--- config.mk ---
export PLATFORM = sky130hd
export DESIGN_NAME = shared_adder_scheduler
export DESIGN_NICKNAME = d
export VERILOG_FILES = /design/src/rtl/shared_adder_scheduler.sv
export SDC_FILE = /design/constraint.sdc
export NUM_CORES = 1
export LEC_CHECK = 0
export ABC_CLOCK_PERIOD_IN_PS = 4720
export BUFFER_PORTS_ARGS = -buffer_cell sky130_fd_sc_hd__buf_2
export CAP_MARGIN = 5
export CORE_MARGIN = 5
export CORE_UTILIZATION = 45
export CTS_CLUSTER_DIAMETER = 100
export CTS_CLUSTER_SIZE = 12
export DETAILED_ROUTE_END_ITERATION = 7
export PLACE_DENSITY = 0.79
export SLEW_MARGIN = 20
export SYNTH_ARGS = -nofsm -noshare
export SYNTH_HDL_FRONTEND = slang
export SYNTH_HIERARCHICAL = 1
export SYNTH_SLANG_ARGS = --single-unit
--- constraint.sdc ---
create_clock -name clk -period 4.72 [get_ports clk]
set_input_delay 1.18 -clock clk [delete_from_list [all_inputs] [get_ports clk]]
set_output_delay 1.18 -clock clk [all_outputs]
set_load 0.01 [all_outputs]
--- src/rtl/shared_adder_scheduler.sv ---
// Purpose: round-robin scheduler sharing one N-bit carry-select adder among NREQ requesters, with chained multi-beat ops.
// Latency: 1 cycle from req_valid&&req_ready to res_valid; one op per cycle when res_ready is held high.
// Backpressure: req_ready is all zero while a result is pending and res_ready is low. Optional res_ovf via SHARED_ADDER_OVF_EN.

// Single-bit full adder cell used to build the shared datapath.
module full_adder (
    input  logic a_i,
    input  logic b_i,
    input  logic ci_i,
    output logic s_o,
    output logic co_o
);
    assign s_o  = a_i ^ b_i ^ ci_i;
    assign co_o = (a_i & b_i) | (ci_i & (a_i ^ b_i));
endmodule

module shared_adder_scheduler #(
    parameter int N    = 8,
    parameter int NREQ = 4,
    localparam int IDW = (NREQ > 1) ? $clog2(NREQ) : 1
) (
    input  logic              clk,
    input  logic              rst,
    input  logic [NREQ-1:0]   req_valid,
    output logic [NREQ-1:0]   req_ready,
    input  logic [NREQ*N-1:0] req_a,
    input  logic [NREQ*N-1:0] req_b,
    input  logic [NREQ-1:0]   req_cin,
    input  logic [NREQ-1:0]   req_chain,
    output logic              res_valid,
    input  logic              res_ready,
    output logic [N-1:0]      res_sum,
    output logic              res_cout,
    output logic [IDW-1:0]    res_id
`ifdef SHARED_ADDER_OVF_EN
    ,
    output logic              res_ovf
`endif
);

    typedef enum logic {S_IDLE, S_LOCKED} state_t;

    state_t         state_q, state_d;
    logic [IDW-1:0] ptr_q, owner_q;
    logic           carry_q;
    logic           res_valid_q;
    logic [N-1:0]   res_sum_q;
    logic           res_cout_q;
    logic [IDW-1:0] res_id_q;

    logic           can_accept;
    logic           hi_found, lo_found;
    logic [IDW-1:0] hi_idx, lo_idx;
    logic [IDW-1:0] sel_idx;
    logic           sel_en;
    logic [N-1:0]   op_a, op_b;
    logic           sel_cin, sel_chain;
    logic           add_cin;
    logic [N-1:0]   add_sum;
    logic           add_cout;
    logic           xfer;

    // A new op may enter whenever the result register is empty or draining this cycle.
    assign can_accept = !res_valid_q || res_ready;
    assign xfer       = |(req_valid & req_ready);

    // Round-robin search: lowest valid index at/after ptr, else lowest valid overall (wrap).
    always_comb begin
        hi_found = 1'b0;
        hi_idx   = '0;
        lo_found = 1'b0;
        lo_idx   = '0;
        for (int i = NREQ - 1; i >= 0; i--) begin
            if (req_valid[i]) begin
                lo_found = 1'b1;
                lo_idx   = IDW'(i);
                if (i >= int'(ptr_q)) begin
                    hi_found = 1'b1;
                    hi_idx   = IDW'(i);
                end
            end
        end
    end

    // FSM state register; reset drops any chain in progress.
    always_ff @(posedge clk or posedge rst) begin
        if (rst) begin
            state_q <= S_IDLE;
        end else begin
            state_q <= state_d;
        end
    end

    // FSM next state: a chained beat locks the adder to its owner until a non-chained beat.
    always_comb begin
        state_d = state_q;
        case (state_q)
            S_IDLE:   if (xfer && sel_chain)  state_d = S_LOCKED;
            S_LOCKED: if (xfer && !sel_chain) state_d = S_IDLE;
            default:  state_d = S_IDLE;
        endcase
    end

    // FSM outputs: pick the granted requester, its carry source, and the one-hot ready.
    always_comb begin
        sel_idx = hi_found ? hi_idx : lo_idx;
        sel_en  = lo_found;
        add_cin = sel_cin;
        if (state_q == S_LOCKED) begin
            sel_idx = owner_q;
            sel_en  = 1'b1;
            add_cin = carry_q;
        end
        for (int i = 0; i < NREQ; i++) begin
            req_ready[i] = sel_en && can_accept && !rst && (sel_idx == IDW'(i));
        end
    end

    // Operand mux feeding the single shared adder.
    always_comb begin
        op_a      = '0;
        op_b      = '0;
        sel_cin   = 1'b0;
        sel_chain = 1'b0;
        for (int i = 0; i < NREQ; i++) begin
            if (sel_idx == IDW'(i)) begin
                op_a      = req_a[i*N +: N];
                op_b      = req_b[i*N +: N];
                sel_cin   = req_cin[i];
                sel_chain = req_chain[i];
            end
        end
    end

    // Carry-select adder: low half ripples, high half is precomputed for both carries and muxed.
    localparam int LW = (N + 1) / 2;
    localparam int HW = N - LW;

    logic [LW:0] lo_c;
    assign lo_c[0] = add_cin;

    genvar g;
    generate
        for (g = 0; g < LW; g++) begin : g_lo
            full_adder u_fa (
                .a_i (op_a[g]),
                .b_i (op_b[g]),
                .ci_i(lo_c[g]),
                .s_o (add_sum[g]),
                .co_o(lo_c[g+1])
            );
        end
        if (HW > 0) begin : g_hi
            logic [HW:0]   c0, c1;
            logic [HW-1:0] s0, s1;
            assign c0[0] = 1'b0;
            assign c1[0] = 1'b1;
            for (g = 0; g < HW; g++) begin : g_bit
                full_adder u_fa0 (
                    .a_i (op_a[LW+g]),
                    .b_i (op_b[LW+g]),
                    .ci_i(c0[g]),
                    .s_o (s0[g]),
                    .co_o(c0[g+1])
                );
                full_adder u_fa1 (
                    .a_i (op_a[LW+g]),
                    .b_i (op_b[LW+g]),
                    .ci_i(c1[g]),
                    .s_o (s1[g]),
                    .co_o(c1[g+1])
                );
            end
            assign add_sum[N-1:LW] = lo_c[LW] ? s1 : s0;
            assign add_cout        = lo_c[LW] ? c1[HW] : c0[HW];
        end else begin : g_nohi
            assign add_cout = lo_c[LW];
        end
    endgenerate

    // Result register, chain carry, lock owner and round-robin pointer.
    always_ff @(posedge clk or posedge rst) begin
        if (rst) begin
            res_valid_q <= 1'b0;
            res_sum_q   <= '0;
            res_cout_q  <= 1'b0;
            res_id_q    <= '0;
            carry_q     <= 1'b0;
            owner_q     <= '0;
            ptr_q       <= '0;
        end else if (xfer) begin
            res_valid_q <= 1'b1;
            res_sum_q   <= add_sum;
            res_cout_q  <= add_cout;
            res_id_q    <= sel_idx;
            carry_q     <= add_cout;
            owner_q     <= sel_idx;
            if (!sel_chain) begin
                ptr_q <= (sel_idx == IDW'(NREQ - 1)) ? '0 : sel_idx + 1'b1;
            end
        end else if (res_ready) begin
            res_valid_q <= 1'b0;
        end
    end

    assign res_valid = res_valid_q;
    assign res_sum   = res_sum_q;
    assign res_cout  = res_cout_q;
    assign res_id    = res_id_q;

`ifdef SHARED_ADDER_OVF_EN
    logic res_ovf_q;
    logic ovf_d;

    assign ovf_d = (op_a[N-1] == op_b[N-1]) && (add_sum[N-1] != op_a[N-1]);

    // Signed overflow flag, captured and held alongside the result.
    always_ff @(posedge clk or posedge rst) begin
        if (rst) begin
            res_ovf_q <= 1'b0;
        end else if (xfer) begin
            res_ovf_q <= ovf_d;
        end
    end

    assign res_ovf = res_ovf_q;
`endif

endmodule

**Word-level counts from Yosys, hierarchy flattened**

Cells that the tools add are included.

- Bits in registers: 15
- Latch bits: 0
- RAM bits: 0
- ROM bits: 0
- Bits of input ports: 79
- Output and inout port bits: 16
- Memories: 0

- Add/sub/neg operators: 1
- $mul: 0
- Div/mod/pow operators: 0
- $lt $le $gt $ge: 3
- Eq/ne operators: 3
- Shift-type cells: 0
- Multiplexer cells: 48
- Bitwise logic cells: 51
- Reductions and logical operators: 16

Operators by type and width:

| cell | count |
|---|---|
| two-way mux 8 bit | 8 |
| two-way mux 2 bit | 13 |
| two-way mux 1 bit | 25 |
| AND 1 bit | 18 |
| XOR 1 bit | 18 |
| OR 1 bit | 11 |
| logical AND 1 bit | 8 |
| AND 4 bit | 1 |
| equality test 2 bit (second input constant) | 2 |
| >= comparator 1 x 2 -> 1 bit (first input constant) | 2 |
| two-way mux 4 bit | 1 |
| OR reduction 4 bit | 1 |
| zero test 1 bit | 3 |
| NOT 1 bit | 3 |
| adder 2 x 1 -> 2 bit (second input constant) | 1 |
| equality test 2 x 1 -> 1 bit (second input constant) | 1 |
| >= comparator 2 bit (first input constant) | 1 |
| zero test 2 bit | 1 |
| one-hot mux 1 bit (2 select lines) | 1 |
| AND reduction 2 bit | 1 |
| nonzero test 2 bit | 1 |
| logical OR 1 bit | 1 |

**Logic depth before layout (Yosys ltp)**

- Depth after elaboration: 24
- Depth in mapped cells: 17

**Modules after synthesis**

The synthesis kept the hierarchy.

By module, submodules not included:

| module | instances | cells each | area each (um^2) |
|---|---|---|---|
| shared_adder_scheduler | 1 | 173 | 1423.9 |
| full_adder | 12 | 1 | 20.0 |

**Least setup slack after synthesis**

Ideal clock, no wire load.

- Kind: input-to-reg
- Start point: input req_valid[0]
- End point: register res_cout_q (netlist: res_cout)
- Library setup time: 125 ps
- Data arrival time: 4868 ps
- Slack: -273 ps
- Cell stages on the path: 17
- Buffers on the path: 3
- Path through: o211ai_1 -> a21oi_1 -> o31ai_1 -> inv_1 -> ha_1 -> nor2b_1 -> buf_6 -> clkbuf_1 -> a221oi_1 -> o31ai_1 -> fa_1 -> fa_1 -> fa_1 -> fa_1 -> buf_1 -> mux2i_1 -> o21ai_1

- Longest elaborated chain between the ends: 18

Ends and longest elaborated chain:

| what | RTL line | source |
|---|---|---|
| start, declared | 24 | `input logic [NREQ-1:0] req_valid,` |
| two-way mux 2 bit or two-way mux 1 bit (tied branches) | 74 | `if (req_valid[i]) begin` |
| two-way mux 2 bit (*) | 106 | `sel_idx = hi_found ? hi_idx : lo_idx;` |
| two-way mux 2 bit (*) | 109 | `if (state_q == S_LOCKED) begin` |
| named net sel_idx[1] | 54 | `logic [IDW-1:0] sel_idx;` |
| zero test 2 bit | 126 | `if (sel_idx == IDW'(i)) begin` |
| two-way mux 8 bit (3 in series) | 126 |  |
| two-way mux 8 bit (*) | 126 |  |
| named net op_a[0] | 56 | `logic [N-1:0] op_a, op_b;` |
| [3 not listed] | n/a |  |
| named net lo_c[1] | 139 | `logic [LW:0] lo_c;` |
| [2 not listed] | n/a |  |
| named net lo_c[2] | 139 |  |
| AND 1 bit (*) | 14 | `assign co_o = (a_i & b_i) \| (ci_i & (a_i ^ b_i));` |
| OR 1 bit (*) | 14 |  |
| named net lo_c[3] | 139 |  |
| AND 1 bit (*) | 14 |  |
| OR 1 bit (*) | 14 |  |
| named net lo_c[4] | 139 |  |
| two-way mux 1 bit (*) | 175 | `assign add_cout = lo_c[LW] ? c1[HW] : c0[HW];` |
| end signal, assigned | 194 | `res_cout_q <= add_cout;` |
| end, declared | 48 | `logic res_cout_q;` |

The timed path passes the listed nets; every way through them passes the cells marked *.
A chain may end at the register's enable or synchronous reset.

**Worst setup path in the final report**

- Start point: input req_valid[0]
- End point: register res_sum_q[4] (netlist: res_sum[4])

- Longest elaborated chain between the ends: 18

Ends and longest elaborated chain:

| what | RTL line | source |
|---|---|---|
| two-way mux 2 bit or two-way mux 1 bit (tied branches) | 74 |  |
| two-way mux 2 bit (*) | 106 |  |
| two-way mux 2 bit (*) | 109 |  |
| named net sel_idx[1] | 54 |  |
| zero test 2 bit | 126 |  |
| two-way mux 8 bit (3 in series) | 126 |  |
| two-way mux 8 bit (*) | 126 |  |
| named net op_a[0] | 56 |  |
| [3 not listed] | n/a |  |
| named net lo_c[1] | 139 |  |
| [2 not listed] | n/a |  |
| named net lo_c[2] | 139 |  |
| AND 1 bit (*) | 14 |  |
| OR 1 bit (*) | 14 |  |
| named net lo_c[3] | 139 |  |
| AND 1 bit (*) | 14 |  |
| OR 1 bit (*) | 14 |  |
| named net lo_c[4] | 139 |  |
| two-way mux 4 bit (*) | 174 | `assign add_sum[N-1:LW] = lo_c[LW] ? s1 : s0;` |
| end signal, assigned | 193 | `res_sum_q <= add_sum;` |
| end, declared | 47 | `logic [N-1:0] res_sum_q;` |

Marked as above.

==> run metrics <==
initial antenna violation count=0; run status=complete, no violations; All-Layer GR Usage=~20%; asr flop ratio synth=between 90% and 100%; die area=0.00501 mm2; post-synth net total=280; vias in the first global route=1,910; Clock power frac=4.7%; CP startpoint=req_valid[0]; Nets=381; first-pass GRT wire length=about 8100 um; Final Critical Period=4.51 ns; share of the synthesized area in the top cell type=a little under a quarter; Worst Path Required=about 4.9 ns; commonest non-fill, non-tap cell in the layout=buf_2; cts bufs inserted=3; reg2reg start=ptr_q[0]; Final Hold Vio Count=0; Startpoint Class=input pin; relative slew slack=59.6%; Tot Pwr=2.22 mW; setup slack, reg-to-reg=0.82 ns; post-DR wirelength/cell=~15 um; period utilization=95.7%; Fin Clk Skew=0.00323 ns; mapped cell area=0.00166 mm2; reg2reg end=res_sum[4]; Post-DRT Antenna Nets=0; Internal=1.15 mW; Area contributors post-synth=dfrtp_1 (23%), fa_1 (14%), a221oi_1 (8.4%); share of layout cells above drive strength 1=48.1%; Power per Cell Area=915 mW/mm2; Worst EP arrival=4.64 ns; Worst Path Max Fanout=7; count of cell types in the netlist=33; Post-synth EDFFs=0; Clock Latency Late Sink=between 0.2 and 0.3 ns; switch share=approximately half; Placer Congestion=0.906; worst setup path end=res_sum[4]; vias per cell=5.42; CP Buf/Inv Count=3; CTS H-tree depth=1; largest net degree at the start of global routing=25; CP max-delay cell=fa_2; max_cap viols=0; clk slew on worst S/H paths=0.06 ns; Post-CTS Setup Repair Bufs=0; Seq/Total Area, Yosys=22.6%; dpl hpwl=4180 um; CP peak stage delay=0.45 ns; CTS Sinks=15; CP Cell Sequence=buf_2, o211ai_1, a21oi_1, o31ai_2, inv_1, ha_2, nor2b_1, buf_4, a221oi_4, o31ai_2, fa_2, fa_2, fa_2, fa_2, mux2i_1, o21ai_1; max-slew violations=0; drt total wl=5040 um; Slew @ Worst Pin=0.600 ns; die width=70.8 um; CP dominant cell by count=fa_2; flops & latches, synth=15; Yosys top cell by area=dfrtp_1; CTS tree=built; most frequent cells in the layout=buf_2 (94), nand2_1 (20), nor2b_1 (18), buf_4 (16), dfrtp_1 (15); DRC=0; Synth Warn #=6; Post-Route Setup TNS=0 ns; Comb pwr share=roughly 84%; highest ir drop seen on vdd=roughly 540 uV; CP Capture Type=register; Core Footprint=0.00363 mm2; Max Buffers Root-to-Sink=2; R2R depth=14; Synth Instances=around 190; die height=around 70 um; final setup fails=0; Core Rows=22; instance count on the critical path=16; gr ovfl total=0; sequential cell fraction of total power=roughly 11%; Clock Tree Root=clkbuf_8; Starting Density=45.8%; syn_area_per_cell=9.00 um2; filler cell count in the final layout=313; worst hold path type=reg2reg; diode count=0; leakage=1.14 nW; hold bufs inserted after CTS=0; # IOs=95; drt first pass iters=4; final std cells w/o fill=333; Crit path max-delay family=adder cells; Top FF cell, synth=dfrtp_1; Area Growth Syn to Fin=46.0%; Vias=1,805; P_sw=1.07 mW; Port Buf Inserts=94; fmax=0.221 GHz; CTS resizes=0; placed cell count=~330; Iteration-0 DRC Markers=51; WS Path Type=in2reg
==> logic make-up (layout without fill, tap and decap cells) <==
family                   after synthesis  after routing  share of synthesized area, %
AO/OA/AOI/OAI                         63             63                          28.3
other                                  2              2                         0.451
adder cells (fa/ha/maj)               16             16                          17.4
AND/OR/NAND/NOR                       55             55                          17.4
flip-flops                            15             15                          22.6
multiplexers                          12             12                          8.20
buffers and inverters                 22            122                          5.56
==> registers in the layout, summed over array words and instances (netlist names), named ones only <==
signal     flops
owner_q        2
res_sum        8
res_cout       1
ptr_q          2
res_valid      1
==> cells in the mapped netlist, drive strengths merged, types with 2 or more instances <==
| library cell | count |
|---|---|
| a211o | 2 |
| nand2b | 4 |
| mux2 | 7 |
| nand3b | 2 |
| mux2i | 5 |
| a21oi | 8 |
| nand2 | 20 |
| conb | 2 |
| o31ai | 16 |
| clkbuf | 10 |
| buf | 5 |
| a22oi | 2 |
| ha | 4 |
| inv | 7 |
| o21ai | 13 |
| and2 | 6 |
| fa | 12 |
| nor2b | 18 |
| nor2 | 3 |
| dfrtp | 15 |
| a221oi | 16 |
==> metal layers <==
| layer | vias to the layer above | routed length [um] | share of wire [%] | track usage, % |
|---|---|---|---|---|
| met3 | 5 | 435 | 8.6 | 3.84 |
| met2 | 83 | 2430 | 48 | 34.3 |
| met5 | - | 0 | 0 | 0 |
| met4 | 0 | 63 | 1.3 | 7.52 |
| met1 | 844 | 2110 | 42 | 24.4 |
| li1 | 873 | - | - | - |
==> worst min-delay path by stage <==
stage | startpoint | cells after the start | to | slack (ns)
finish | res_sum[1] | 1 | res_sum[1] | 0.49
global route | res_sum[1] | 1 | res_sum[1] | 0.53
CTS | res_sum[1] | 1 | res_sum[1] | 0.50
detailed placement | res_sum[1] | 1 | res_sum[1] | 0.48
global placement | res_sum[0] | 1 | res_sum[0] | 0.48
floorplan | ptr_q[0] | 1 | ptr_q[0] | 0.51
==> final cells by class <==
type	instances	area (um2)	share of cell area (%)
well taps	48	60.1	2.47
multi-input cells	148	1310	54.0
clock inverters	1	5.00	0.206
flip-flops and latches	15	375	15.4
inverters	7	26.3	1.08
repair buffers	111	611	25.1
clock buffers	3	41.3	1.70
==> power by group through the flow <==
stage / Combinational (mW) / Sequential [mW] / Clock, mW
final: 1.87 / 0.246 / 0.105
after global placement: 1.71 / 0.247 / 0
after detailed placement: 1.77 / 0.249 / 0
after CTS: 1.77 / 0.246 / 0.109
after floorplan: 1.28 / 0.253 / 0
after global routing: 2.14 / 0.257 / 0.115
==> per-stage QoR <==
stage	setup WS (ns)	hold WS [ns]	cell area, um2	util [%]
final	0.205	0.492	2430	66.9
after global routing	-0.00256	0.534	2430	66.9
after CTS	0.121	0.499	2350	64.7
after detailed placement	-0.143	0.485	2300	63.4
after global placement	-0.0499	0.477	2300	63.4
after floorplan	0.0239	0.510	1710	-
(Power assumes the default switching activity.)
